$ cat src/rtl/dmem_pkg.sv
// Shared types and defaults for the data-memory bus bridge.
package dmem_pkg;

    typedef enum logic [1:0] {
        StIdle = 2'd0,
        StReq  = 2'd1,
        StWait = 2'd2,
        StDone = 2'd3
    } dmem_state_t;

    localparam int unsigned DMEM_TIMEOUT_DEF = 16;

    function automatic int unsigned dmem_cnt_width(input int unsigned timeout);
        return $clog2(timeout) + 1;
    endfunction

endpackage

$ cat src/rtl/bus_timer.sv
// Bus wait counter: cleared when a transaction starts, flags expiry at TIMEOUT-1.
module bus_timer
    import dmem_pkg::*;
#(
    parameter int unsigned TIMEOUT = DMEM_TIMEOUT_DEF
) (
    input  logic clk,
    input  logic rstn,
    input  logic clear,
    input  logic enable,
    output logic expired
);

    localparam int unsigned CW = dmem_cnt_width(TIMEOUT);

    logic [CW-1:0] cnt_q, cnt_d;

    assign expired = (cnt_q == CW'(TIMEOUT - 1));

    // Hold at the expiry value; the bridge leaves REQ/WAIT on that cycle anyway.
    always_comb begin
        cnt_d = cnt_q;
        if (clear) begin
            cnt_d = '0;
        end else if (enable && !expired) begin
            cnt_d = cnt_q + CW'(1);
        end
    end

    always_ff @(posedge clk) begin
        if (!rstn) begin
            cnt_q <= '0;
        end else begin
            cnt_q <= cnt_d;
        end
    end

endmodule

$ cat src/rtl/dmem_bridge.sv
// Bridges core execute-stage loads/stores onto a valid/ready bus with a
// separate read-data return, stalling the core until the access completes.
module dmem_bridge
    import dmem_pkg::*;
#(
    parameter int unsigned N       = 32,
    parameter int unsigned TIMEOUT = DMEM_TIMEOUT_DEF
) (
    input  logic         clk,
    input  logic         rstn,
    input  logic         memRead_ex,
    input  logic         memWrite_ex,
    input  logic [N-1:0] alu_result,
    input  logic [N-1:0] dt_in,
    output logic [N-1:0] dt_out,
    output logic         stall,
    output logic         bus_valid,
    input  logic         bus_ready,
    output logic         bus_we,
    output logic [N-1:0] bus_addr,
    output logic [N-1:0] bus_wdata,
    input  logic         bus_rvalid,
    input  logic [N-1:0] bus_rdata,
    output logic         err
);

    dmem_state_t  state_q, state_d;
    logic [N-1:0] addr_q, addr_d;
    logic [N-1:0] wdata_q, wdata_d;
    logic [N-1:0] dt_q, dt_d;
    logic         we_q, we_d;
    logic         err_q, err_d;
    logic         req_in;
    logic         tmr_clear;
    logic         tmr_en;
    logic         expired;

    assign req_in = memRead_ex | memWrite_ex;

    bus_timer #(
        .TIMEOUT (TIMEOUT)
    ) u_bus_timer (
        .clk     (clk),
        .rstn    (rstn),
        .clear   (tmr_clear),
        .enable  (tmr_en),
        .expired (expired)
    );

    always_comb begin
        state_d   = state_q;
        addr_d    = addr_q;
        wdata_d   = wdata_q;
        we_d      = we_q;
        dt_d      = dt_q;
        err_d     = 1'b0;
        tmr_clear = 1'b0;
        tmr_en    = 1'b0;
        stall     = 1'b0;
        bus_valid = 1'b0;

        case (state_q)
            StIdle: begin
                if (req_in) begin
                    stall     = 1'b1;
                    addr_d    = alu_result;
                    wdata_d   = dt_in;
                    we_d      = memWrite_ex;
                    tmr_clear = 1'b1;
                    state_d   = StReq;
                end
            end
            StReq: begin
                stall     = 1'b1;
                bus_valid = 1'b1;
                tmr_en    = 1'b1;
                // Completion is tested before expiry so it wins a same-cycle tie.
                if (bus_ready && (we_q || bus_rvalid)) begin
                    if (!we_q) begin
                        dt_d = bus_rdata;
                    end
                    state_d = StDone;
                end else if (expired) begin
                    err_d = 1'b1;
                    if (!we_q) begin
                        dt_d = '0;
                    end
                    state_d = StDone;
                end else if (bus_ready) begin
                    state_d = StWait;
                end
            end
            StWait: begin
                stall  = 1'b1;
                tmr_en = 1'b1;
                if (bus_rvalid) begin
                    dt_d    = bus_rdata;
                    state_d = StDone;
                end else if (expired) begin
                    err_d   = 1'b1;
                    dt_d    = '0;
                    state_d = StDone;
                end
            end
            // A request seen here belongs to the access just finished.
            StDone: begin
                state_d = StIdle;
            end
            default: begin
                state_d = StIdle;
            end
        endcase
    end

    always_ff @(posedge clk) begin
        if (!rstn) begin
            state_q <= StIdle;
            addr_q  <= '0;
            wdata_q <= '0;
            we_q    <= 1'b0;
            dt_q    <= '0;
            err_q   <= 1'b0;
        end else begin
            state_q <= state_d;
            addr_q  <= addr_d;
            wdata_q <= wdata_d;
            we_q    <= we_d;
            dt_q    <= dt_d;
            err_q   <= err_d;
        end
    end

    assign dt_out    = dt_q;
    assign err       = err_q;
    assign bus_addr  = addr_q;
    assign bus_we    = we_q;
    assign bus_wdata = wdata_q;

endmodule

$ cat config.mk
export PLATFORM = sky130hd
export DESIGN_NAME = dmem_bridge
export DESIGN_NICKNAME = d
export VERILOG_FILES = /design/src/rtl/dmem_pkg.sv /design/src/rtl/bus_timer.sv /design/src/rtl/dmem_bridge.sv
export SDC_FILE = /design/constraint.sdc
export NUM_CORES = 1
export LEC_CHECK = 0
export ABC_CLOCK_PERIOD_IN_PS = 3100
export CAP_MARGIN = 25
export CORE_MARGIN = 2
export CORE_UTILIZATION = 43
export DETAILED_ROUTE_END_ITERATION = 8
export PLACE_DENSITY = 0.94
export SYNTH_ARGS = -nofsm -noshare
export SYNTH_HDL_FRONTEND = slang
export SYNTH_SLANG_ARGS = --single-unit
$ cat constraint.sdc
create_clock -name clk -period 3.1 [get_ports clk]
set_clock_uncertainty 0.15 [all_clocks]
set_input_delay 0.62 -clock clk [delete_from_list [all_inputs] [get_ports clk]]
set_output_delay 0.62 -clock clk [all_outputs]
set_load 0.05 [all_outputs]
After elaboration in Yosys (flattened, before gate mapping)
Index checks and enable logic that the tools add are counted.
Word-level totals
  register bits after elaboration: 105
  output and inout bits: 100
  word-level logic and storage cells: 54
Operators by class
  reduce and logical (&&, ||, !) cells: 11
  $add $sub $neg: 1
  bitwise gates (word level): 2
  equal/unequal tests: 10
  multiplexer cells: 23
Operators by type and width (number)
  $mux 32: 6
  $pmux 32 s2: 1
  $mux 2: 6
  $pmux 2 s4: 1
  $mux 1: 7
  $ne 3x2->1 const B: 2
  $ne 3x3->1 const B: 2
  $add 5x1->5 const B: 1
  $eq 5x4->1 const B: 1
  $reduce_and 5->1: 1
  $eq 2x2->1 const B: 2
  $ne 4x3->1 const B: 1
  $pmux 1 s2: 2
  $reduce_or 2->1: 2
  $reduce_and 3->1: 1
  $eq 2x1->1 const B: 1
  $logic_and 1x1->1: 2
  $logic_not 2->1: 1
  $ne 2x2->1 const B: 1
  $reduce_and 2->1: 1
  $reduce_bool 2->1: 1
  $logic_not 1->1: 1
  $logic_or 1x1->1: 1
  $not 1->1: 1
  $or 1x1->1: 1

Depth between registers and ports, before layout
Gate-level depths: netlist of run 1.
  depth after elaboration: 4
  gate-level depth with buffers: 8
  mapped depth without buffers: 7

Cells and area by module
Synthesis of run 1 repeated with hierarchy kept, for this count alone.
Second synthesis, totals
  cells, all modules: 487
  area total of the unflattened synthesis: 4036.4 um^2
Modules (own cells, without submodules)
  dmem_bridge: seq. area each 2001.9 um^2, times used 1, area an instance 3794.9 um^2, cells an instance 461
  bus_timer: seq. area each 100.1 um^2, times used 1, area an instance 241.5 um^2, cells an instance 26

Worst setup path after synthesis of run 1
Ideal clock, no wire load.
  path type: input -> output
  start point: in memWrite_ex
  end point: out stall
  slack: 0.572 ns
  required time: 2.330 ns
  arrival time: 1.758 ns
  stages: 5
  path buffers: 1
  cells stage by stage: nor2_1 > nor2b_1 > clkbuf_1 > nor2_1 > nor2_1
On the way
  word-level cells in the longest chain between the ends: 3
RTL lines
  start, declared: line dmem_bridge.sv:12  | input logic memWrite_ex,
  $or 1x1->1: line dmem_bridge.sv:38  | assign req_in = memRead_ex | memWrite_ex;
  $mux 1: line dmem_bridge.sv:64  | if (req_in) begin
  $pmux 1 s2: line dmem_bridge.sv:62  | case (state_q)
  end, declared: line dmem_bridge.sv:16  | output logic stall,
No other way between the ends.

Worst setup path after layout of run 1
  start point: reg state_q[1]
  end point: out bus_valid
On the way
  word-level cells in the longest chain between the ends: 2
RTL lines
  start, declared: line dmem_bridge.sv:27  | dmem_state_t state_q, state_d;
  start signal, assigned: line dmem_bridge.sv:117  | state_q <= StIdle;
  start signal, assigned: line dmem_bridge.sv:124  | state_q <= state_d;
  $eq 2x1->1: line dmem_bridge.sv:62
  $mux 1: line dmem_bridge.sv:62
  end, declared: line dmem_bridge.sv:17  | output logic bus_valid,
No other way between the ends.

==> impl_results.md, run 1 <==
- H-tree lvl count: 3
- Outcome: complete, no violations
- Gpl congestion: ~0.85
- Hpwl dp: about 8400 um
- Asr flop ratio synth: 0
- Most common cell after layout, fill and taps aside: clkdlybuf4s50_1
- Nets: ~800
- Max Cap Viol: 0
- Hold_sp: bus_addr[5]
- First-pass GRT wire length: between 15,000 and 20,000 um
- Min-Delay Path Class: reg2reg
- Pwr Total: about 5.4 mW
- Vias in the first global route: between 3,000 and 4,000
- # diodes: 0
- Final Hold Fails: 0
- Post-synthesis instance area: 0.004041 mm^2
- Final setup violation count: 0
- Fmax: between 300 and 400 MHz
- CP Capture Type: primary output
- Drt pass-1 iters: 5
- Yosys cell types: 30
- Startpoint Class: register
- Post-synth top area cell: dfxtp_1
- Register-to-Register Path Depth: 7
- CTS sink count: roughly 110
- Clock latency on the worst-skew pair: 0.37 ns
- Period utilization: 0.9101
- # DRC: 0
- Placed Cells incl. Taps: ~770
- Worst Path Max Fanout: 7
- Chip width: roughly 100 um
- Post-synth top area share: 0.5201
- # Post-CTS Setup Buffers: 0
- R2r setup slk: around 0.9 ns
- Mapped Avg Cell Area: approximately 8.4 um^2
- DRT iter0 DRCs: 113
- Required time worst endpoint: ~2.3 ns
- DR vias: between 3,000 and 4,000
- Routed length per instance: around 14 um
- Crit-path max cell delay: roughly 0.9 ns
- Die Y: between 100 and 150 um
- Synth top area cells: dfxtp_1 52%, nand2_1 18%, mux2i_1 8.4%, a21oi_1 8.3%, ha_1 2.5%
- Gate Count Post-Synth: between 400 and 500
- VDD IR-drop max: 0.0004970 V
- Max-slew violations: 0
- Yosys reg bits: 105
- Total die area: 0.01019 mm^2
- Gr ovfl total: 0
- Final std cells w/o fill: around 780
- Gr usage total: 0.2187
- Number of flops mapped to enable cells by yosys: 0
- Clock buffer depth: 2
- Hold buffer count at CTS: 0
- Critical setup path kind: reg2out
- CTS tree: yes
- Resized cells post-CTS: 0
- Vias per cell: 4.916
- DRT Wirelength: 11,300 um
- Std-Cell Rows: 35
- Main flop type after synthesis: dfxtp_1
- Initial antenna violation count: 0
- Slew HR: 0.5853
- CTS buffer count: 9
- Commonest cells after routing, fill and taps aside: 200 x clkdlybuf4s50_1, 199 x nand2_1, 105 x dfxtp_1
- WHS Endpoint: bus_addr[5]
- Slew @ Worst Pin: 0.6220 ns
- Pin count of the biggest net entering global routing: 65
- RSZ-0062 raised after global routing: no
- Port Buffers: between 200 and 250
- Starting Density: 0.4395
- Core area: 0.009196 mm^2
- Clk slew on worst S/H paths: roughly 0.09 ns
- Reg-to-Reg Start: state_q[1]
- Post-route ant nets: 0
- RR Endpoint: dt_out[6]
- Fin crit period: ~2.8 ns
- Synth warn: 0
- Cell area power density: ~850 mW/mm^2
- Net Count, Synth: a little under 600
- Post-synthesis sequential area ratio: 0.5201
- CP max-delay cell: clkdlybuf4s50_1
- CTS Root Cell: clkbuf_8
- Worst Path Arrival: a little over 2 ns
- IO Pins: around 200
- Crit-path cells: inv_1, ha_1, clkdlybuf4s50_1
- Setup TNS Final: 0 ns
- Leakage: 2.367 nW
- Hold path depth: 2
- Ratio of cells with drive above 1 in the final layout: 0.04458
- Area growth syn-to-layout: 56.10%
==> worst max-delay path: cells and delay by family (launching register included) <==
kind,cells,cell delay [ns]
buffers and inverters,2,1.01
adders and majority gates,1,0.32
DFF,1,0.36
==> Yosys cell counts, types with 2 or more instances <==
cell        n
a21oi_1    67
o21ai_1     3
mux2i_1    34
buf_2       6
ha_1        8
nand2_1   199
inv_1       4
nor2_1     10
buf_12      3
nand2b_1    2
clkbuf_1   17
xor2_1      2
dfxtp_1   105
nor2b_1     2
buf_1       6
==> per-layer routing <==
layer / GRT usage / wire length, um / up-vias
met5: 0 / 0 / -
met4: 0.07588 / 193 / 0
met3: 0.08044 / 1025 / 17
met2: 0.3908 / 5671 / 160
met1: 0.2378 / 4407 / 1752
li1: - / - / 1925
==> cells by family (layout without fill, tap and decap cells) <==
family / after synthesis / count (layout) / share of synthesized area
adders and majority gates: 8 / 8 / 0.02477
and+or+nand+nor: 218 / 218 / 0.2105
AOI/OAI and AO/OA: 77 / 77 / 0.1028
buffers and inverters: 38 / 228 / 0.05108
DFF: 105 / 105 / 0.5201
muxes: 34 / 34 / 0.08421
xor gates and xnor gates: 3 / 3 / 0.006503
==> sequential cells by signal, summed over array words and instances (netlist names) <==
register and flops:
dt_out 32, bus_wdata 32, u_bus_timer.cnt_q 5, bus_we 1
state_q 2, err 1, bus_addr 32
==> report_power, final <==
part / switching [mW] / leakage (nW) / internal, mW / total (mW)
Sequential: 0.163 / 0.860 / 1.64 / 1.80
Clock: 0.467 / 0.0919 / 0.339 / 0.806
Combinational: 1.80 / 1.41 / 0.983 / 2.78
==> cell type report <==
cell class | instances | area (um^2)
Clock buffer | 11 | 151.4
Sequential cell | 105 | 2102
Tap cell | 111 | 138.9
Multi-Input combinational cell | 340 | 1755
Timing Repair Buffer | 207 | 2105
Inverter | 5 | 18.77
Fill cell | 707 | 2888
Clock inverter | 5 | 37.54
==> per-stage QoR <==
| step | hold WS [ns] | cell area [um^2] | setup WS [ns] | util |
|---|---|---|---|---|
| after floorplan | 0.3216 | 4041 | 0.5717 | - |
| after global placement | 0.2904 | 6120 | 0.5104 | 0.6654 |
| after detailed placement | 0.2980 | 6120 | 0.5059 | 0.6654 |
| after CTS | 0.3123 | 6309 | 0.2867 | 0.6860 |
| after global routing | 0.3342 | 6309 | 0.1940 | 0.6860 |
| final | 0.3088 | 6309 | 0.2786 | 0.6860 |
==> worst max-delay path by stage <==
stage / endpoint / start / slack [ns]
6_report: bus_valid / state_q[1] / 0.28
5_1_grt: bus_valid / state_q[1] / 0.19
4_1_cts: bus_valid / state_q[1] / 0.29
3_5_place_dp: stall / memWrite_ex / 0.51
3_3_place_gp: stall / memWrite_ex / 0.51
2_1_floorplan: stall / memWrite_ex / 0.57
No activity file was read; power rests on OpenSTA's default activity.
==> run 2, diff against run 1 <==
- CORE_UTILIZATION: 43 -> 40
- PLACE_DENSITY: 0.94 -> 0.89
==> impl_results.md, run 2 (synthesis results as in run 1) <==
- Pin count of the biggest net entering global routing: 65 (unchanged)
- Resized cells post-CTS: 0 (unchanged)
- CP Capture Type: primary output
- VDD IR-drop max: 0.0004289 V (-14%)
- Post-route ant nets: 0 (unchanged)
- Routed length per instance: 13.80 um (-4.2%)
- Internal: 2.951 mW (-0.36%)
- # diodes: 0 (unchanged)
- Worst Path Max Fanout: 7 (unchanged)
- Gr ovfl total: 0 (unchanged)
- Die Y: 104.5 um (+3.5%)
- Std-Cell Rows: 36 (+2.9%)
- Gr usage total: 0.2034 (-0.01529)
- Total die area: 0.01092 mm^2 (+7.2%)
- RSZ-0062 raised after global routing: no
- Starting Density: 0.4135 (-0.02599)
- Fin crit period: 2.781 ns (-0.04093 ns)
- Slew @ Worst Pin: 0.6398 ns (+0.01780 ns)
- Comb pwr share: 0.519 (+0.003)
- DR vias: 3,867 (+0.34%)
- Ratio of cells with drive above 1 in the final layout: 0.04296 (-0.001614)
- CTS tree: yes
- Core area: 0.009774 mm^2 (+6.3%)
- Min-Delay Path Class: reg2reg
- Setup TNS Final: 0 ns (unchanged)
- Worst Path Arrival: 2.01 ns (-0.04 ns)
- Power share of the clock group: 0.143 (-0.007)
- DRT Wirelength: 11,150 um (-1.3%)
- Clk slew on worst S/H paths: 0.09 ns (about the same)
- H-tree lvl count: 3 (unchanged)
- Leakage: 2.366 nW (about the same)
- Nets: 780 (+0.26%)
- Required time worst endpoint: 2.33 ns (about the same)
- Initial antenna violation count: 0 (unchanged)
- Most common cell after layout, fill and taps aside: clkdlybuf4s50_1
- Vias per cell: 4.786 (-2.6%)
- Commonest cells after routing, fill and taps aside: 200 x clkdlybuf4s50_1, 199 x nand2_1, 105 x dfxtp_1
- Area growth syn-to-layout: 56.50%
- Clock latency on the worst-skew pair: 0.35 ns (-0.02 ns)
- Hold buffer count at CTS: 0 (unchanged)
- Outcome: complete, no violations
- Fmax: 359.6 MHz (+1.5%)
- Final Hold Fails: 0 (unchanged)
- Period utilization: 0.8969 (-0.01320)
- Slew HR: 0.5735 (-0.01187)
- First-pass GRT wire length: 18,350 um (+4.0%)
- Clock buffer depth: 2 (unchanged)
- CTS buffer count: 9 (unchanged)
- Sw frac: 0.4464 (-0.003879)
- # DRC: 0 (unchanged)
- Critical setup path kind: reg2out
- Port Buffers: 201 (unchanged)
- Drt pass-1 iters: 7 (+2)
- IO Pins: 202 (unchanged)
- Vias in the first global route: 3,899 (+2.5%)
- Final setup violation count: 0 (unchanged)
- Pwr Total: 5.331 mW (-1.1%)
- Gpl congestion: 0.7754 (-8.8%)
- Net Switching: 2.380 mW (-1.9%)
- CTS sink count: 105 (unchanged)
- CTS Root Cell: clkbuf_8
- # Post-CTS Setup Buffers: 0 (unchanged)
- Max Cap Viol: 0 (unchanged)
- DRT iter0 DRCs: 140 (+24%)
- Chip width: 104.5 um (+3.5%)
- Cell area power density: 842.9 mW/mm^2 (-1.3%)
- Max-slew violations: 0 (unchanged)
- Hpwl dp: 8376 um (-0.23%)
- Sequential Power Share: 0.338 (+0.003)
- Startpoint Class: register
run 2: changes by cell type in the layout (fill, tap and decap cells not counted):
cell,previous run,this run
buf_4,3,6
clkinvlp_4,2,1
inv_6,1,0
buf_12,4,3
clkinv_4,1,0
clkbuf_1,0,3
run 2: layout make-up:
cell class              count  area (um^2)
clock buffers              14        162.7
flip-flops and latches    105         2102
multi-input cells         340         1755
inverters                   5        18.77
repair buffers            209         2107
clock inverters             2        12.51
fillers                   836         3450
well taps                 133        166.4
run 2: power groups by stage:
stage | Sequential (mW) | Clock (mW) | Combinational [mW]
floorplan | 2.76 | 0 | 0.996
global placement | 1.81 | 0 | 2.73
detailed placement | 1.83 | 0 | 2.78
CTS | 1.80 | 0.795 | 2.79
global route | 1.84 | 0.840 | 2.93
finish | 1.80 | 0.765 | 2.77
run 2: path summary, 6_finish.rpt:
check                                   start            end  slack (ns)  cells past startpoint
worst min-delay path            bus_wdata[15]  bus_wdata[15]        0.31                      2
worst max register to register     state_q[1]     dt_out[14]        0.76                      7
worst max-delay path               state_q[1]      bus_valid        0.32                      3
worst min register to register  bus_wdata[15]  bus_wdata[15]        0.31                      2
run 2: metal layers:
| layer | global-route usage | routed length, um | vias up |
|---|---|---|---|
| met4 | 0.06757 | 203 | 0 |
| li1 | - | - | 1926 |
| met3 | 0.05326 | 818 | 20 |
| met2 | 0.3735 | 5689 | 138 |
| met1 | 0.2265 | 4439 | 1783 |
| met5 | 0 | 0 | - |
run 2: through the flow:
| stage | cell area (um^2) | utilization | std cells | setup slack (ns) | hold WS, ns |
|---|---|---|---|---|---|
| floorplan | 4041 | - | 483 | 0.5717 | 0.3216 |
| global placement | 6150 | 0.6292 | 792 | 0.5223 | 0.2909 |
| detailed placement | 6150 | 0.6292 | 792 | 0.3909 | 0.2962 |
| CTS | 6325 | 0.6471 | 808 | 0.3036 | 0.3092 |
| global route | 6325 | 0.6471 | 808 | 0.2166 | 0.3249 |
| finish | 6325 | 0.6471 | 808 | 0.3195 | 0.3051 |
run 2: critical path, stage by stage (launching register included):
cell and delay (ns):
dfxtp_1 0.36, inv_1 0.11, ha_1 0.31, clkdlybuf4s50_1 0.87
==> run 3, diff against run 2 <==
- ABC_CLOCK_PERIOD_IN_PS: 3100 -> 2240
- CORE_UTILIZATION: 40 -> 36
- PLACE_DENSITY: 0.89 -> 0.85
- clock period: 3.1 -> 2.24 ns (I/O delays scaled with it)
==> impl_results.md, run 3 (synthesis results as in run 1) <==
- Gr ovfl total: 0 (unchanged)
- Startpoint Class: input port
- Max-slew violations: 0 (unchanged)
- Final setup violation count: 0 (unchanged)
- CTS Root Cell: clkbuf_8
- WP buf/inv: 2 (unchanged)
- Worst Path Arrival: 1.56 ns (-0.45 ns)
- Min-Delay Path Class: reg2reg
- Placed Cells incl. Taps: 807 (+1.9%)
- IO Pins: 202 (unchanged)
- Most common cell after layout, fill and taps aside: nand2_1
- CTS sink count: 105 (unchanged)
- Port Buffers: 201 (unchanged)
- Fmax: roughly 460 MHz
- Vias per cell: 4.813 (+0.56%)
- Fillers: 929 (+11%)
- Slew HR: 0.6439 (+0.07039)
- Smallest hold slack: 0.3078 ns (+0.002670 ns)
- Clock buffer depth: 2 (unchanged)
- Commonest cells after routing, fill and taps aside: 199 x nand2_1, 198 x clkdlybuf4s50_1, 103 x dfxtp_1
- DRT Wirelength: 11,430 um (+2.5%)
- Core area: 0.01089 mm^2 (+11%)
- Chip width: 110.0 um (+5.2%)
- Crit-path max cell delay: 0.44 ns (-0.43 ns)
- Drt pass-1 iters: 6 (-1)
- Routed length per instance: 13.89 um (+0.63%)
- # Post-CTS Setup Buffers: 0 (unchanged)
- Required time worst endpoint: 1.64 ns (-0.69 ns)
- Period utilization: 0.9628
- DRT iter0 DRCs: 225 (+61%)
- Vias in the first global route: 3,948 (+1.3%)
- Final Hold Fails: 0 (unchanged)
- Core Util, Final: 0.5933 (-0.05377)
- CP dominant cell by count: nor2_1
- CP Capture Type: primary output
- # DRC: 0 (unchanged)
- Area growth syn-to-layout: 59.85%
- Pin count of the biggest net entering global routing: 37 (-43%)
- Leakage: 2.427 nW (+2.6%)
- Critical setup path kind: in2out
- Clk slew on worst S/H paths: 0.10 ns (about the same)
- H-tree lvl count: 3 (unchanged)
- CTS buffer count: 9 (unchanged)
- RSZ-0062 raised after global routing: no
- Final std cells w/o fill: 823 (+1.9%)
- Pwr Total: 7.669 mW (+44%)
- Starting Density: 0.3712 (-0.04229)
- First-pass GRT wire length: 17,680 um (-3.7%)
- Die Y: 110.0 um (+5.2%)
- Resized cells post-CTS: 2 (+2)
- Crit-path cells: clkdlybuf4s50_1, nor2_1, nor2b_4, nor2_1, nor2_2, buf_12
- CTS tree: yes
- Cell area power density: 1187 mW/mm^2 (+41%)
- Outcome: complete, no violations
- Gpl congestion: 0.7116 (-8.2%)
- # diodes: 0 (unchanged)
- DR vias: 3,961 (+2.4%)
- Nets: 788 (+1.0%)
- Std-Cell Rows: 38 (+5.6%)
- Clock latency on the worst-skew pair: 0.35 ns (about the same)
- Family with the most delay on the worst path: buffers and inverters
- Post-route ant nets: 0 (unchanged)
- Max Cap Viol: 0 (unchanged)
- Worst Path Max Fanout: 3 (-4)
- Hold buffer count at CTS: 0 (unchanged)
- Slew @ Worst Pin: 0.5325 ns (-0.1072 ns)
- CP max-delay cell: clkdlybuf4s50_1
- Ratio of cells with drive above 1 in the final layout: 0.06881 (+0.02585)
- Initial antenna violation count: 0 (unchanged)
- VDD IR-drop max: 0.0005590 V (+30%)
- Hpwl dp: 8565 um (+2.3%)
- Setup TNS Final: 0 ns (unchanged)
- Gr usage total: 0.1861 (-0.01735)
- Fin crit period: approximately 2.2 ns
- Total die area: 0.01209 mm^2 (+11%)
==> run 3: worst register-to-register path, delay by kind of cell, from the launching register on <==
family	cells	cell delay, ns
adder cells (fa/ha/maj)	2	0.45
buffers and inverters	1	0.20
AND/OR/NAND/NOR	1	0.20
multiplexers	1	0.25
AO/OA/AOI/OAI	2	0.42
flip-flops	1	0.35
==> run 3: final timing paths <==
check | start | end | slack [ns] | cells past startpoint
setup / recovery | memWrite_ex | stall | 0.08 | 6
hold / removal | bus_addr[15] | bus_addr[15] | 0.31 | 2
setup reg to reg | u_bus_timer.cnt_q[0] | dt_out[24] | 0.15 | 7
hold reg to reg | bus_addr[15] | bus_addr[15] | 0.31 | 2
==> run 3: layout make-up <==
type,count,area (um^2),area share
Sequential cell,105,2105,0.3258
Multi-Input combinational cell,340,1770,0.2741
Tap cell,140,175.2,0.02712
Timing Repair Buffer,217,2187,0.3386
Clock inverter,6,66.31,0.01027
Clock buffer,10,137.6,0.02131
Inverter,5,18.77,0.002905
==> run 3: metrics by stage <==
stage	setup WS, ns	instance area, um^2
6_report	0.08343	6460
3_3_place_gp	0.06048	6241
3_5_place_dp	-0.05281	6241
5_1_grt	0.002047	6460
4_1_cts	0.03919	6457
2_1_floorplan	0.06286	4044
==> run 3: per-layer routing <==
metal  part of all wire  global-route usage  vias up
li1                   -                   -     1942
met1               0.40              0.2059     1842
met2               0.49              0.3247      158
met3              0.090             0.05691       19
met4              0.019             0.08590        0
met5                  0                   0        -
==> run 3: power breakdown <==
group,total [mW],internal (mW),switching (mW)
Combinational,3.98,1.46,2.52
Sequential,2.51,2.27,0.234
Clock,1.18,0.549,0.634
Total,7.67,4.28,3.39
